## config.mk

```make
export PLATFORM = sky130hd
export DESIGN_NAME = lsu_wb_stage_flat
export DESIGN_NICKNAME = d
export VERILOG_FILES = /design/src/rtl/lsu_wb_stage_pkg.sv /design/src/rtl/lsu_wb_stage_if.sv /design/src/rtl/lsu_wb_stage_align.sv /design/src/rtl/lsu_wb_stage.sv /design/src/flat_wrapper.sv
export SDC_FILE = /design/constraint.sdc
export NUM_CORES = 1
export LEC_CHECK = 0
export ABC_AREA = 1
export BUFFER_PORTS_ARGS = -buffer_cell sky130_fd_sc_hd__buf_2
export CORE_UTILIZATION = 30
export CTS_CLUSTER_SIZE = 10
export DETAILED_ROUTE_END_ITERATION = 10
export PLACE_DENSITY = 0.54
export SYNTH_ARGS = -nofsm -noshare
export SYNTH_HDL_FRONTEND = slang
export SYNTH_HIERARCHICAL = 1
export SYNTH_SLANG_ARGS = --single-unit
```

## constraint.sdc

```tcl
create_clock -name clk -period 4 [get_ports clk]
set_input_delay 0.2 -clock clk [delete_from_list [all_inputs] [get_ports clk]]
set_output_delay 0.2 -clock clk [all_outputs]
set_load 0.02 [all_outputs]
```

## src/rtl/lsu_wb_stage_pkg.sv

```systemverilog
`default_nettype none
// ============================================================================
//  Module   : lsu_wb_stage_pkg
//  Brief    : Shared widths, access-size codes and FSM encodings for the LSU/WB stage.
//  Revision : 1.0  initial release
// ============================================================================
package lsu_wb_stage_pkg;

    localparam int XLEN = 64;
    localparam int AW   = 64;

    // funct3[1:0] selects access size; funct3[2] marks a zero-extending load
    localparam logic [1:0] SZ_B = 2'd0;
    localparam logic [1:0] SZ_H = 2'd1;
    localparam logic [1:0] SZ_W = 2'd2;
    localparam logic [1:0] SZ_D = 2'd3;

    localparam logic [1:0] ST_IDLE = 2'd0;
    localparam logic [1:0] ST_REQ  = 2'd1;
    localparam logic [1:0] ST_RESP = 2'd2;
    localparam logic [1:0] ST_WB   = 2'd3;

    function automatic logic is_misaligned(input logic [2:0] funct3,
                                           input logic [2:0] addr_lo);
        logic [2:0] low_mask;
        case (funct3[1:0])
            SZ_B:    low_mask = 3'b000;
            SZ_H:    low_mask = 3'b001;
            SZ_W:    low_mask = 3'b011;
            default: low_mask = 3'b111;
        endcase
        return |(addr_lo & low_mask);
    endfunction

endpackage
`default_nettype wire

```

## src/rtl/lsu_wb_stage_if.sv

```systemverilog
`default_nettype none
// ============================================================================
//  Module   : lsu_exu_if / lsu_mem_if
//  Brief    : EXU issue handshake and simple req/rsp memory port of the LSU/WB stage.
//  Revision : 1.0  initial release
// ============================================================================
interface lsu_exu_if;
    import lsu_wb_stage_pkg::*;

    logic            in_valid;
    logic            in_ready;
    logic [4:0]      in_rd;
    logic            in_wen;
    logic            in_is_load;
    logic            in_is_store;
    logic [2:0]      in_funct3;
    logic [XLEN-1:0] in_result;
    logic [XLEN-1:0] in_store_data;

    modport master (output in_valid, in_rd, in_wen, in_is_load, in_is_store,
                           in_funct3, in_result, in_store_data,
                    input  in_ready);
    modport slave  (input  in_valid, in_rd, in_wen, in_is_load, in_is_store,
                           in_funct3, in_result, in_store_data,
                    output in_ready);
endinterface

interface lsu_mem_if;
    import lsu_wb_stage_pkg::*;

    logic            mem_req_valid;
    logic            mem_req_ready;
    logic            mem_req_we;
    logic [AW-1:0]   mem_req_addr;
    logic [XLEN-1:0] mem_req_wdata;
    logic [7:0]      mem_req_wmask;
    logic            mem_rsp_valid;
    logic [XLEN-1:0] mem_rsp_rdata;

    modport master (output mem_req_valid, mem_req_we, mem_req_addr, mem_req_wdata, mem_req_wmask,
                    input  mem_req_ready, mem_rsp_valid, mem_rsp_rdata);
    modport slave  (input  mem_req_valid, mem_req_we, mem_req_addr, mem_req_wdata, mem_req_wmask,
                    output mem_req_ready, mem_rsp_valid, mem_rsp_rdata);
endinterface
`default_nettype wire

```

## src/rtl/lsu_wb_stage_align.sv

```systemverilog
`default_nettype none
// ============================================================================
//  Module   : lsu_wb_stage_align
//  Brief    : Combinational load extract/extend and store byte-lane mask/shift.
//  Revision : 1.0  initial release
// ============================================================================
module lsu_wb_stage_align
    import lsu_wb_stage_pkg::*;
(
    input  logic [2:0]      funct3,
    input  logic [2:0]      addr_lo,
    input  logic [XLEN-1:0] rdata,
    input  logic [XLEN-1:0] store_data,
    output logic [XLEN-1:0] load_data,
    output logic [XLEN-1:0] store_wdata,
    output logic [7:0]      store_wmask
);

    logic [5:0]      w_shamt;
    logic [XLEN-1:0] w_shifted;
    logic            w_signed;

    assign w_shamt     = {addr_lo, 3'b000};
    assign w_shifted   = rdata >> w_shamt;
    assign w_signed    = ~funct3[2];
    assign store_wdata = store_data << w_shamt;

    always_comb begin
        load_data   = w_shifted;
        store_wmask = 8'hFF << addr_lo;
        case (funct3[1:0])
            SZ_B: begin
                load_data   = {{(XLEN-8){w_signed & w_shifted[7]}}, w_shifted[7:0]};
                store_wmask = 8'h01 << addr_lo;
            end
            SZ_H: begin
                load_data   = {{(XLEN-16){w_signed & w_shifted[15]}}, w_shifted[15:0]};
                store_wmask = 8'h03 << addr_lo;
            end
            SZ_W: begin
                load_data   = {{(XLEN-32){w_signed & w_shifted[31]}}, w_shifted[31:0]};
                store_wmask = 8'h0F << addr_lo;
            end
            default: begin
                load_data   = w_shifted;
                store_wmask = 8'hFF << addr_lo;
            end
        endcase
    end

endmodule
`default_nettype wire

```

## src/rtl/lsu_wb_stage.sv

```systemverilog
`default_nettype none
// ============================================================================
//  Module   : lsu_wb_stage
//  Brief    : Memory-access + writeback stage feeding the register file write port.
//  Revision : 1.0  initial release
// ============================================================================
module lsu_wb_stage
    import lsu_wb_stage_pkg::*;
(
    input  logic            clk,
    input  logic            rst,
    lsu_exu_if.slave        exu,
    lsu_mem_if.master       mem,
    output logic            reg_wen,
    output logic [4:0]      reg_rd,
    output logic [XLEN-1:0] reg_wdata,
    output logic            commit,
    output logic            misalign
);

    logic [1:0]      state_q,     state_d;
    logic [4:0]      rd_q,        rd_d;
    logic            wen_q,       wen_d;
    logic            is_load_q,   is_load_d;
    logic            is_store_q,  is_store_d;
    logic [2:0]      funct3_q,    funct3_d;
    logic [AW-1:0]   addr_q,      addr_d;
    logic [XLEN-1:0] sdata_q,     sdata_d;
    logic            reg_wen_q,   reg_wen_d;
    logic [4:0]      reg_rd_q,    reg_rd_d;
    logic [XLEN-1:0] reg_wdata_q, reg_wdata_d;
    logic            commit_q,    commit_d;
    logic            misalign_q,  misalign_d;

    logic            w_fire;
    logic            w_in_mem;
    logic [XLEN-1:0] w_load_data;
    logic [XLEN-1:0] w_store_wdata;
    logic [7:0]      w_store_wmask;

    // Lane logic works only from captured state, so the request payload is stable in REQ
    lsu_wb_stage_align u_align (
        .funct3      (funct3_q),
        .addr_lo     (addr_q[2:0]),
        .rdata       (mem.mem_rsp_rdata),
        .store_data  (sdata_q),
        .load_data   (w_load_data),
        .store_wdata (w_store_wdata),
        .store_wmask (w_store_wmask)
    );

    assign exu.in_ready      = (state_q == ST_IDLE);
    assign w_fire            = exu.in_valid && exu.in_ready;
    assign w_in_mem          = exu.in_is_load || exu.in_is_store;

    assign mem.mem_req_valid = (state_q == ST_REQ);
    assign mem.mem_req_we    = is_store_q;
    assign mem.mem_req_addr  = {addr_q[AW-1:3], 3'b000};
    assign mem.mem_req_wdata = w_store_wdata;
    assign mem.mem_req_wmask = w_store_wmask;

    assign reg_wen   = reg_wen_q;
    assign reg_rd    = reg_rd_q;
    assign reg_wdata = reg_wdata_q;
    assign commit    = commit_q;
    assign misalign  = misalign_q;

    always_comb begin
        state_d     = state_q;
        rd_d        = rd_q;
        wen_d       = wen_q;
        is_load_d   = is_load_q;
        is_store_d  = is_store_q;
        funct3_d    = funct3_q;
        addr_d      = addr_q;
        sdata_d     = sdata_q;
        reg_wen_d   = 1'b0;
        reg_rd_d    = reg_rd_q;
        reg_wdata_d = reg_wdata_q;
        commit_d    = 1'b0;
        misalign_d  = 1'b0;

        case (state_q)
            ST_IDLE: begin
                if (w_fire) begin
                    rd_d       = exu.in_rd;
                    wen_d      = exu.in_wen;
                    is_load_d  = exu.in_is_load;
                    is_store_d = exu.in_is_store;
                    funct3_d   = exu.in_funct3;
                    addr_d     = exu.in_result[AW-1:0];
                    sdata_d    = exu.in_store_data;
                    if (!w_in_mem) begin
                        state_d     = ST_WB;
                        reg_wen_d   = exu.in_wen && (exu.in_rd != 5'd0);
                        reg_rd_d    = exu.in_rd;
                        reg_wdata_d = exu.in_result;
                        commit_d    = 1'b1;
                    end else if (is_misaligned(exu.in_funct3, exu.in_result[2:0])) begin
                        misalign_d = 1'b1;
                        commit_d   = 1'b1;
                    end else begin
                        state_d = ST_REQ;
                    end
                end
            end
            ST_REQ: begin
                if (mem.mem_req_ready) state_d = ST_REQ + 2'd1;
            end
            ST_RESP: begin
                if (mem.mem_rsp_valid) begin
                    state_d   = ST_WB;
                    reg_rd_d  = rd_q;
                    commit_d  = 1'b1;
                    reg_wen_d = is_load_q && wen_q && (rd_q != 5'd0);
                    if (is_load_q) reg_wdata_d = w_load_data;
                end
            end
            default: begin
                state_d = ST_IDLE;
            end
        endcase
    end

    always_ff @(posedge clk) begin
        if (rst) begin
            state_q     <= ST_IDLE;
            rd_q        <= '0;
            wen_q       <= 1'b0;
            is_load_q   <= 1'b0;
            is_store_q  <= 1'b0;
            funct3_q    <= '0;
            addr_q      <= '0;
            sdata_q     <= '0;
            reg_wen_q   <= 1'b0;
            reg_rd_q    <= '0;
            reg_wdata_q <= '0;
            commit_q    <= 1'b0;
            misalign_q  <= 1'b0;
        end else begin
            state_q     <= state_d;
            rd_q        <= rd_d;
            wen_q       <= wen_d;
            is_load_q   <= is_load_d;
            is_store_q  <= is_store_d;
            funct3_q    <= funct3_d;
            addr_q      <= addr_d;
            sdata_q     <= sdata_d;
            reg_wen_q   <= reg_wen_d;
            reg_rd_q    <= reg_rd_d;
            reg_wdata_q <= reg_wdata_d;
            commit_q    <= commit_d;
            misalign_q  <= misalign_d;
        end
    end

endmodule
`default_nettype wire

```

## src/flat_wrapper.sv

```systemverilog
// flat-port wrapper written by rule: the top's interface ports become plain ports
module lsu_wb_stage_flat import lsu_wb_stage_pkg::*;
  (clk, rst, reg_wen, reg_rd, reg_wdata, commit, misalign, exu_in_valid, exu_in_rd, exu_in_wen, exu_in_is_load, exu_in_is_store, exu_in_funct3, exu_in_result, exu_in_store_data, exu_in_ready, mem_mem_req_valid, mem_mem_req_we, mem_mem_req_addr, mem_mem_req_wdata, mem_mem_req_wmask, mem_mem_req_ready, mem_mem_rsp_valid, mem_mem_rsp_rdata);
  lsu_exu_if exu_i ();
  lsu_mem_if mem_i ();
  input  logic clk;
  input  logic rst;
  output logic reg_wen;
  output logic [4:0] reg_rd;
  output logic [XLEN-1:0] reg_wdata;
  output logic commit;
  output logic misalign;
  input wire logic [$bits(exu_i.in_valid)-1:0] exu_in_valid;
  input wire logic [$bits(exu_i.in_rd)-1:0] exu_in_rd;
  input wire logic [$bits(exu_i.in_wen)-1:0] exu_in_wen;
  input wire logic [$bits(exu_i.in_is_load)-1:0] exu_in_is_load;
  input wire logic [$bits(exu_i.in_is_store)-1:0] exu_in_is_store;
  input wire logic [$bits(exu_i.in_funct3)-1:0] exu_in_funct3;
  input wire logic [$bits(exu_i.in_result)-1:0] exu_in_result;
  input wire logic [$bits(exu_i.in_store_data)-1:0] exu_in_store_data;
  output wire logic [$bits(exu_i.in_ready)-1:0] exu_in_ready;
  output wire logic [$bits(mem_i.mem_req_valid)-1:0] mem_mem_req_valid;
  output wire logic [$bits(mem_i.mem_req_we)-1:0] mem_mem_req_we;
  output wire logic [$bits(mem_i.mem_req_addr)-1:0] mem_mem_req_addr;
  output wire logic [$bits(mem_i.mem_req_wdata)-1:0] mem_mem_req_wdata;
  output wire logic [$bits(mem_i.mem_req_wmask)-1:0] mem_mem_req_wmask;
  input wire logic [$bits(mem_i.mem_req_ready)-1:0] mem_mem_req_ready;
  input wire logic [$bits(mem_i.mem_rsp_valid)-1:0] mem_mem_rsp_valid;
  input wire logic [$bits(mem_i.mem_rsp_rdata)-1:0] mem_mem_rsp_rdata;
  assign exu_i.in_valid = exu_in_valid;
  assign exu_i.in_rd = exu_in_rd;
  assign exu_i.in_wen = exu_in_wen;
  assign exu_i.in_is_load = exu_in_is_load;
  assign exu_i.in_is_store = exu_in_is_store;
  assign exu_i.in_funct3 = exu_in_funct3;
  assign exu_i.in_result = exu_in_result;
  assign exu_i.in_store_data = exu_in_store_data;
  assign exu_in_ready = exu_i.in_ready;
  assign mem_mem_req_valid = mem_i.mem_req_valid;
  assign mem_mem_req_we = mem_i.mem_req_we;
  assign mem_mem_req_addr = mem_i.mem_req_addr;
  assign mem_mem_req_wdata = mem_i.mem_req_wdata;
  assign mem_mem_req_wmask = mem_i.mem_req_wmask;
  assign mem_i.mem_req_ready = mem_mem_req_ready;
  assign mem_i.mem_rsp_valid = mem_mem_rsp_valid;
  assign mem_i.mem_rsp_rdata = mem_mem_rsp_rdata;
  lsu_wb_stage u_core (.clk(clk), .rst(rst), .exu(exu_i), .mem(mem_i), .reg_wen(reg_wen), .reg_rd(reg_rd), .reg_wdata(reg_wdata), .commit(commit), .misalign(misalign));
endmodule
```

==> results of run 1 <==
-- cell usage after synthesis --
| master | n |
|---|---|
| a21oi_1 | 45 |
| a21oi_2 | 1 |
| buf_1 | 15 |
| buf_2 | 56 |
| buf_4 | 75 |
| buf_6 | 11 |
| clkbuf_1 | 66 |
| clkinv_1 | 1 |
| conb_1 | 1 |
| dfxtp_1 | 213 |
| ha_1 | 4 |
| inv_1 | 151 |
| inv_2 | 6 |
| mux2i_1 | 27 |
| nand2_1 | 597 |
| nand2_2 | 1 |
| nand3_1 | 100 |
| nand3_2 | 2 |
| nand4_1 | 38 |
| nor2_1 | 435 |
| nor2_2 | 4 |
| nor2_4 | 1 |
| nor3_1 | 1 |
| nor3_2 | 1 |
| o211ai_1 | 17 |
| o21ai_0 | 209 |
| o21ai_1 | 81 |
| o22ai_1 | 13 |
| o31ai_1 | 6 |
| or2_1 | 9 |
-- final cells by class --
class,count,area [sq um]
clock buffers,43,850
well taps,585,732
clock inverters,4,95.1
flip-flops and latches,213,4270
repair buffers,574,3670
multi-input cells,1595,7050
fillers,4872,25900
diodes,9,22.5
inverters,158,603
-- layout by cell type, fill, tap and decap left out, types with 2 or more instances in the layout --
master / count
a21oi_1: 45
buf_12: 4
buf_2: 415
buf_4: 17
bufinv_16: 3
clkbuf_1: 8
clkbuf_16: 30
clkbuf_8: 5
conb_1: 3
dfxtp_1: 210
dfxtp_2: 2
diode_2: 9
dlygate4sd3_1: 138
ha_1: 3
inv_1: 149
inv_2: 5
inv_4: 2
mux2i_1: 27
nand2_1: 596
nand3_1: 100
nand4_1: 38
nor2_1: 434
nor2_2: 5
o211ai_1: 17
o21ai_0: 209
o21ai_1: 81
o22ai_1: 13
o31ai_1: 6
or2_1: 9
-- flip-flops by register name, indices dropped and copies added (netlist names), 2 cells and up --
signal            count
u_core/funct3_q       3
u_core/addr_q        64
u_core/state_q        2
u_core/sdata_q       64
u_core/rd_q           5
u_core/reg_rd         5
u_core/reg_wdata     64
-- metrics by stage --
step / cells / worst slack [ps] / utilization [%]
4_1_cts: 3171 / 820 / 40.0
2_1_floorplan: 2189 / 2180 / -
5_1_grt: 3176 / 650 / 40.0
6_report: 3181 / 827 / 40.0
3_5_place_dp: 2987 / 1330 / 34.6
3_3_place_gp: 2987 / 1330 / 34.6
-- power by group through the flow --
stage	sequential, mW	combinational [mW]	clock [mW]
2_1_floorplan	3.68	5.25	0
3_3_place_gp	3.43	7.67	0
3_5_place_dp	3.45	7.69	0
4_1_cts	3.41	7.83	2.69
5_1_grt	3.50	8.66	2.78
6_report	3.41	7.82	2.62
-- worst max path at each step --
stage | startpoint | end | slack, ps | cells past startpoint
after floorplan | u_core/addr_q[0] | mem_mem_req_wdata[0] | 2180 | 7
after global placement | u_core/addr_q[1] | mem_mem_req_wdata[22] | 1330 | 7
after detailed placement | u_core/addr_q[0] | u_core/reg_wdata[8] | 1330 | 13
after CTS | u_core/addr_q[1] | mem_mem_req_wdata[22] | 820 | 7
after global routing | u_core/addr_q[1] | mem_mem_req_wdata[22] | 650 | 7
final | u_core/addr_q[1] | mem_mem_req_wdata[22] | 830 | 7
-- per-layer routing --
metal / track usage [%] / vias to the layer above / part of all wire (%)
li1: - / 7628 / -
met1: 30.7 / 7008 / 41
met2: 44.9 / 504 / 48
met3: 5.46 / 124 / 7.1
met4: 10.0 / 30 / 3.8
met5: 0 / - / 0.32
-- worst reg2reg max path, cell delays in order (launching register included) --
cell	delay (ps)
dfxtp_4	580
inv_2	160
buf_4	330
nand2_1	150
nand3_1	70
nand3_1	90
nand2_1	100
nand3_1	170
buf_4	440
nand4_1	220
nand2_1	110
nand2_1	60
nor2_1	90
nor2_1	60
-- timing repair --
| action | CTS | global route |
|---|---|---|
| endpoints found under the setup margin | 0 | 0 |
| setup buffers | 0 | 0 |
| hold buffers | 137 | 1 |
| endpoints found under the hold margin | 175 | 1 |
-- cell families (layout without fill, tap and decap cells) --
| kind of cell | Yosys count | count (layout) | share of synthesized area, % |
|---|---|---|---|
| DFF | 213 | 213 | 32.5 |
| buffers and inverters | 381 | 779 | 14.2 |
| AOI/OAI and AO/OA | 372 | 372 | 14.8 |
| and+or+nand+nor | 1189 | 1189 | 36.1 |
| muxes | 27 | 27 | 2.06 |
| other | 1 | 12 | 0.0285 |
| adders and majority gates | 4 | 4 | 0.381 |
==> results.toml, run 1 <==
[pwr]
sw_frac_of_total_pct = 50.5
p_per_area_mw_per_mm2 = 801
p_sw_mw = 7.00
combPwrFrac_pct = 56.5
clockPowerShare_pct = 18.9
power.leakage_nw = 8.77
ir_drop_mv = 0.378
seq_power_share_pct = 24.6
intPower_mw = 6.85
finalPower_mw = 13.9

[hold_path]
hp-start = "exu_in_result[11]"
min_path_type = "in -> reg"
hold_end = "u_core/addr_q[11]"
hold_depth = 3

[flow_run]
cap_violations = 0

[sta]
fin_crit_ps = 3170
clock_skew_ps = 33.0
worst_pin_slew_ps = 812
fmax_ghz = 0.315
rsz0062_at_grt = "false"
finalHoldViolations = 0
slew_headroom_pct = 45.8
tns_ps = 0
setup_violations = 0
slew_violations = 0
hold_ws_ps = 33.9
min_period_over_period_pct = 79.3

[critical_path]
cpLargestDelayFamily = "buffers and inverters"
worstPathArrival_ps = 2970
path_max_fanout = 38
worst-path-buf-inv = 4
worstSetupEndpointType = "primary output"
critPathMaxStageDelay_ps = 620
rr_endpoint = "u_core/reg_wdata[60]"
crit_type = "reg -> out"
reg2reg_from = "u_core/addr_q[0]"
cp_cell_sequence = "inv_4, nor2_2, inv_1, o22ai_1, inv_1, nor2_1, buf_2"
critPathRequiredTime_ps = 3800
cp-start-kind = "flop"
rrSetupSlack_ps = 1300
path_common_cell = "inv_1"
slowest_stage = "dfxtp_2"
reg2reg_depth = 13

[die]
io_pins = 419
die_w_um = 211
initial_core_util_pct = 30.4
rows = 76
die_area_sq_mm = 0.0446
fp.dieH_um = 211
core_sq_mm = 0.0432

[global_route]
grt_max_degree = 113
overflow = 0
grt_pass1_wl_um = 87500
antenna_found_initial = 22
gr-usage-all-layers_pct = 25.8
grt_pass1_vias = 14616

[cts]
cts-buffers-inserted = 28
path_clk_slew_ps = 50
htreeDepth = 1
cts-resized-gates = 0
clockBufferDepth = 3
clock_sinks = 213
clk_latency_ps = 570
clockRootBuffer = "clkbuf_16"
cts_tree = "built"

[detailed_routing]
drt-initial-drc-count = 1080
antenna_left = 0
via_per_inst = 4.81
dr.pass1.iters = 5
vias = 15294
wire_per_inst_um = 18.7
wl_um = 59500
drc = 0

[synthesis]
yosys.area.top_type = "dfxtp_1"
yosysSeqAreaShare_pct = 32.5
syn_inst = 2187
synth.area.top_cells = "dfxtp_1, nand2_1, nor2_1"
synth.top_cell.area_share_pct = 32.5
synth-seq-cells = 213
yosysWarningCount = 6
netlist_area_sq_mm = 0.0131
yosysUniqueCellTypes = 30
avgSynthCellArea_sq_um = 6.01

[place]
io_buffers = 415
place_congestion = 0.916
place_area_sq_mm = 0.0149
dpl.hpwl_um = 43500

[final_layout]
drive_above_1_share_pct = 19.3
design_area_sq_mm = 0.0173
syn2layout_area_growth_pct = 31.6
final_nets = 2782

[outcome]
status = "finished clean"
Note: power is estimated with default switching activity, not from simulation.
==> run 2: changes to the inputs <==
==> constraint.sdc (replaced) <==
create_clock -name clk -period 3.2 [get_ports clk]
set_input_delay 0.16 -clock clk [delete_from_list [all_inputs] [get_ports clk]]
set_output_delay 0.16 -clock clk [all_outputs]
set_load 0.02 [all_outputs]
==> run 2 against run 1 <==
- worst hold slack gained 110 ps
- critical endpoint is now mem_mem_req_wdata[60]
- total power is 22% higher
- worst setup slack worse by 650 ps
- die area stayed put
- critical path type unchanged
- clock-buffer cell count shrank 8
- highest routed layer unchanged
- clock skew fell by 3.2 ps
==> results.toml, run 2 (same netlist as run 1, synthesis figures left out) <==
[outcome]
status = "finished clean"

[sta]
setup_violations = 0
min_period_over_period_pct = 94.6
worst_pin_slew_ps = 797
slew_headroom_pct = 46.9
slew_violations = 0
fmax_ghz = 0.330
fin_crit_ps = 3030
finalHoldViolations = 0
tns_ps = 0
rsz0062_at_grt = "false"
clock_skew_ps = 29.7
fin_ws_ps = 173

[cts]
clockRootBuffer = "clkbuf_16"
cts_tree = "built"
cts-resized-gates = 0
hold_buffers = 142
cts_setup_buffers = 0
htreeDepth = 1
path_clk_slew_ps = 60
clk_latency_ps = 560
cts-buffers-inserted = 27
clockBufferDepth = 3
clock_sinks = 213

[place]
place_congestion = 0.975
dp_slack_ps = 785
dpl.hpwl_um = 42600
io_buffers = 415

[final_layout]
most-common-layout-cells = "nand2_1, nor2_1, buf_2"
drive_above_1_share_pct = 19.5
final_util_pct = 40.0
final_nets = 2794
syn2layout_area_growth_pct = 31.6
layout_commonest_cell = "nand2_1"
fill_cells = 4843

[critical_path]
cp_cell_sequence = "inv_4, buf_4, o21ai_0, o21ai_1, buf_2"
slowest_stage = "buf_4"
critPathRequiredTime_ps = 3040
cp-start-kind = "flop"
worstSetupEndpointType = "primary output"
path_max_fanout = 76
critPathMaxStageDelay_ps = 660
crit_type = "reg -> out"
worstPathArrival_ps = 2870

[detailed_routing]
via_per_inst = 4.77
drt-initial-drc-count = 1101
dr.pass1.iters = 5
vias = 15229
drc = 0
wl_um = 57800
antenna_left = 0
wire_per_inst_um = 18.1

[pwr]
p_per_area_mw_per_mm2 = 975
ir_drop_mv = 0.443
power.leakage_nw = 8.77

[global_route]
grt_pass1_vias = 14506
grt_pass1_wl_um = 85600
antenna_found_initial = 26
overflow = 0
gr-usage-all-layers_pct = 25.1
grt_max_degree = 90

[die]
fp.dieH_um = 211
die_w_um = 211
die_area_sq_mm = 0.0446
rows = 76
io_pins = 419
core_sq_mm = 0.0432
initial_core_util_pct = 30.4

[hold_path]
min_path_type = "in -> reg"

[flow_run]
cap_violations = 0
run 2: cell types whose count changed in the layout (fill, tap and decap cells not counted):
cell	delta
diode_2	+7
buf_4	+6
clkbuf_1	-5
dlygate4sd3_1	+4
buf_12	+3
bufinv_16	-3
clkbuf_16	-3
clkinv_2	+2
clkinv_4	+1
run 2: area by class of cell:
type	instances	area (sq um)	share of cell area (%)
clock buffers	35	756	4.37
flip-flops and latches	213	4270	24.7
repair buffers	587	3810	22.1
clock inverters	4	23.8	0.138
well taps	585	732	4.24
diodes	16	40.0	0.232
inverters	158	603	3.49
multi-input cells	1595	7050	40.8
run 2: critical path: cells and delay by family, from the launching register on:
family | cells | cell delay, ps
buf+inv | 3 | 1130
flops | 1 | 370
compound gates | 2 | 770
run 2: final timing paths:
check | depth (start not counted) | startpoint | slack (ps) | endpoint
worst min register to register | 2 | u_core/addr_q[25] | 470 | u_core/addr_q[25]
worst max register to register | 10 | u_core/addr_q[0] | 750 | u_core/reg_wdata[14]
worst max-delay path | 5 | u_core/addr_q[1] | 170 | mem_mem_req_wdata[60]
worst min-delay path | 7 | mem_mem_rsp_rdata[62] | 140 | u_core/reg_wdata[62]
run 2: stage by stage:
step	power [mW]	instances	hold WS [ps]	instance area, sq um
detailed placement	14.0	2996	414	15000
CTS	17.0	3177	108	17200
finish	16.9	3193	143	17300
global route	18.2	3187	187	17300
global placement	13.9	2996	410	15000
floorplan	11.2	2189	229	13100
run 2: power by group:
part	leakage [nW]	total [mW]	switching [mW]	internal (mW)
Clock	0.388	2.80	1.18	1.62
Sequential	1.76	4.22	0.621	3.60
Combinational	6.62	9.83	6.81	3.02
run 2: routing by layer:
| metal | GRT usage (%) | routed length [um] | share of wire (%) |
|---|---|---|---|
| met5 | 0 | 146 | 0.25 |
| met1 | 29.9 | 23900 | 41 |
| met4 | 9.12 | 1760 | 3.0 |
| met3 | 6.10 | 4120 | 7.1 |
| met2 | 43.5 | 27800 | 48 |
==> run 3: changes to the inputs <==
--- a/config.mk
+++ b/config.mk
@@ -11,6 +11,7 @@
 export CTS_CLUSTER_SIZE = 10
 export DETAILED_ROUTE_END_ITERATION = 10
 export PLACE_DENSITY = 0.54
+export RECOVER_POWER = 25
 export SYNTH_ARGS = -nofsm -noshare
 export SYNTH_HDL_FRONTEND = slang
 export SYNTH_HIERARCHICAL = 1
==> run 3 against run 2 <==
- clock power hardly changed
- highest routed layer unchanged
- critical endpoint is now mem_mem_req_wdata[0]
- final area is 0.73% lower
- final cell count hardly changed
- sequential power hardly changed
- critical path type unchanged
- sequential share of layout area is 0.18 points higher
- clock skew is 0.78 ps higher
- critical path depth is 3 higher
- wire length hardly changed
- largest cell class unchanged
- first-iteration DRC count is 9.8% lower
- worst setup slack better by 21 ps
- maximum frequency is 0.71% higher
==> results.toml, run 3 (same netlist as run 1, synthesis figures left out) <==
[outcome]
status = "finished clean"

[final_layout]
drive_above_1_share_pct = 15.4
final_util_pct = 39.7
syn2layout_area_growth_pct = 30.6
most-common-layout-cells = "nand2_1, nor2_1, buf_2"
final_nets = 2794
layout_commonest_cell = "nand2_1"
fill_cells = 4898
final_cells = 3195

[critical_path]
worstSetupEndpointType = "primary output"
cp-start-kind = "flop"
critPathRequiredTime_ps = 3040
worstPathArrival_ps = 2850
crit_type = "reg -> out"
reg2reg_from = "u_core/addr_q[0]"
rrSetupSlack_ps = 760
path_max_fanout = 70
rr_endpoint = "u_core/reg_wdata[32]"
endpoint = "mem_mem_req_wdata[0]"
reg2reg_depth = 12
critPathLaunch = "u_core/addr_q[1]"

[pwr]
clockPowerShare_pct = 16.7
ir_drop_mv = 0.444
combPwrFrac_pct = 58.0
seq_power_share_pct = 25.3
sw_frac_of_total_pct = 51.6
p_sw_mw = 8.63
intPower_mw = 8.11
power.leakage_nw = 8.36
p_per_area_mw_per_mm2 = 976

[detailed_routing]
wl_um = 57800
dr.pass1.iters = 6
drc = 0
vias = 15248
drt-initial-drc-count = 993
via_per_inst = 4.77
wire_per_inst_um = 18.1
antenna_left = 0

[cts]
clk_latency_ps = 560
cts-buffers-inserted = 27
cts_tree = "built"
clockBufferDepth = 3
htreeDepth = 1
cts-resized-gates = 0
clockRootBuffer = "clkbuf_16"
path_clk_slew_ps = 60
clock_sinks = 213

[hold_path]
hold_depth = 7
min_path_type = "in -> reg"

[flow_run]
cap_violations = 0

[place]
dpl.hpwl_um = 42600
dp_slack_ps = 785
io_buffers = 415
placedCellCount = 2996
place_congestion = 0.975

[sta]
rsz0062_at_grt = "false"
fin_ws_ps = 195
fmax_ghz = 0.333
slew_violations = 0
clock_skew_ps = 30.5
hold_ws_ps = 138
setup_violations = 0
min_period_over_period_pct = 93.9
finalHoldViolations = 0
slew_headroom_pct = 46.6
tns_ps = 0
fin_crit_ps = 3010
worst_pin_slew_ps = 801

[global_route]
grt_pass1_wl_um = 85600
grt_pass1_vias = 14506
grt_max_degree = 90
overflow = 0
gr-usage-all-layers_pct = 25.1
antenna_found_initial = 26

[die]
initial_core_util_pct = 30.4
core_sq_mm = 0.0432
die_w_um = 211
io_pins = 419
rows = 76
fp.dieH_um = 211
die_area_sq_mm = 0.0446
run 3: per-stage QoR:
step	power (mW)	area, sq um
floorplan	11.2	13100
global placement	13.9	15000
detailed placement	14.0	15000
CTS	17.0	17200
global route	18.1	17100
finish	16.7	17200
run 3: power groups by stage:
stage	Combinational, mW	Sequential, mW	Clock (mW)
finish	9.71	4.24	2.80
global route	10.8	4.35	3.01
CTS	9.86	4.23	2.89
detailed placement	9.68	4.28	0
global placement	9.64	4.24	0
floorplan	6.57	4.60	0
run 3: area by class of cell:
cell class              count  area (sq um)  area share [%]
clock inverters             4          23.8           0.139
well taps                 585           732            4.27
inverters                 158           603            3.52
diodes                     18          45.0           0.263
flip-flops and latches    213          4270            24.9
multi-input cells        1595          7050            41.1
clock buffers              35           756            4.40
repair buffers            587          3680            21.4
run 3: worst min path at each step:
stage                     startpoint                   end  slack [ps]
2_1_floorplan                    rst         u_core/commit         230
3_3_place_gp   exu_in_store_data[50]    u_core/sdata_q[50]         410
3_5_place_dp   exu_in_store_data[50]    u_core/sdata_q[50]         410
4_1_cts        mem_mem_rsp_rdata[62]  u_core/reg_wdata[62]         110
5_1_grt            mem_mem_req_ready     u_core/state_q[1]         190
6_report       mem_mem_rsp_rdata[62]  u_core/reg_wdata[62]         140
run 3: layer usage:
layer,track usage [%],vias up,routed length (um)
met5,0,-,146
met4,9.12,24,1890
met3,6.10,112,4290
met2,43.5,494,27800
met1,29.9,6946,23700
li1,-,7672,-
run 3: worst max-delay path, cell delays in order, from the launching register on:
cell     delay [ps]
dfxtp_2         420
buf_4           640
nor2_2           60
buf_4           210
inv_1           240
nor2_1          100
inv_1           290
nor2_1          120
buf_2           180
run 3: repair_timing:
item | CTS | global route
hold endpoints to repair | 188 | 0
hold buffers | 142 | 0
setup buffers | 0 | 0
setup endpoints to repair | 0 | 0
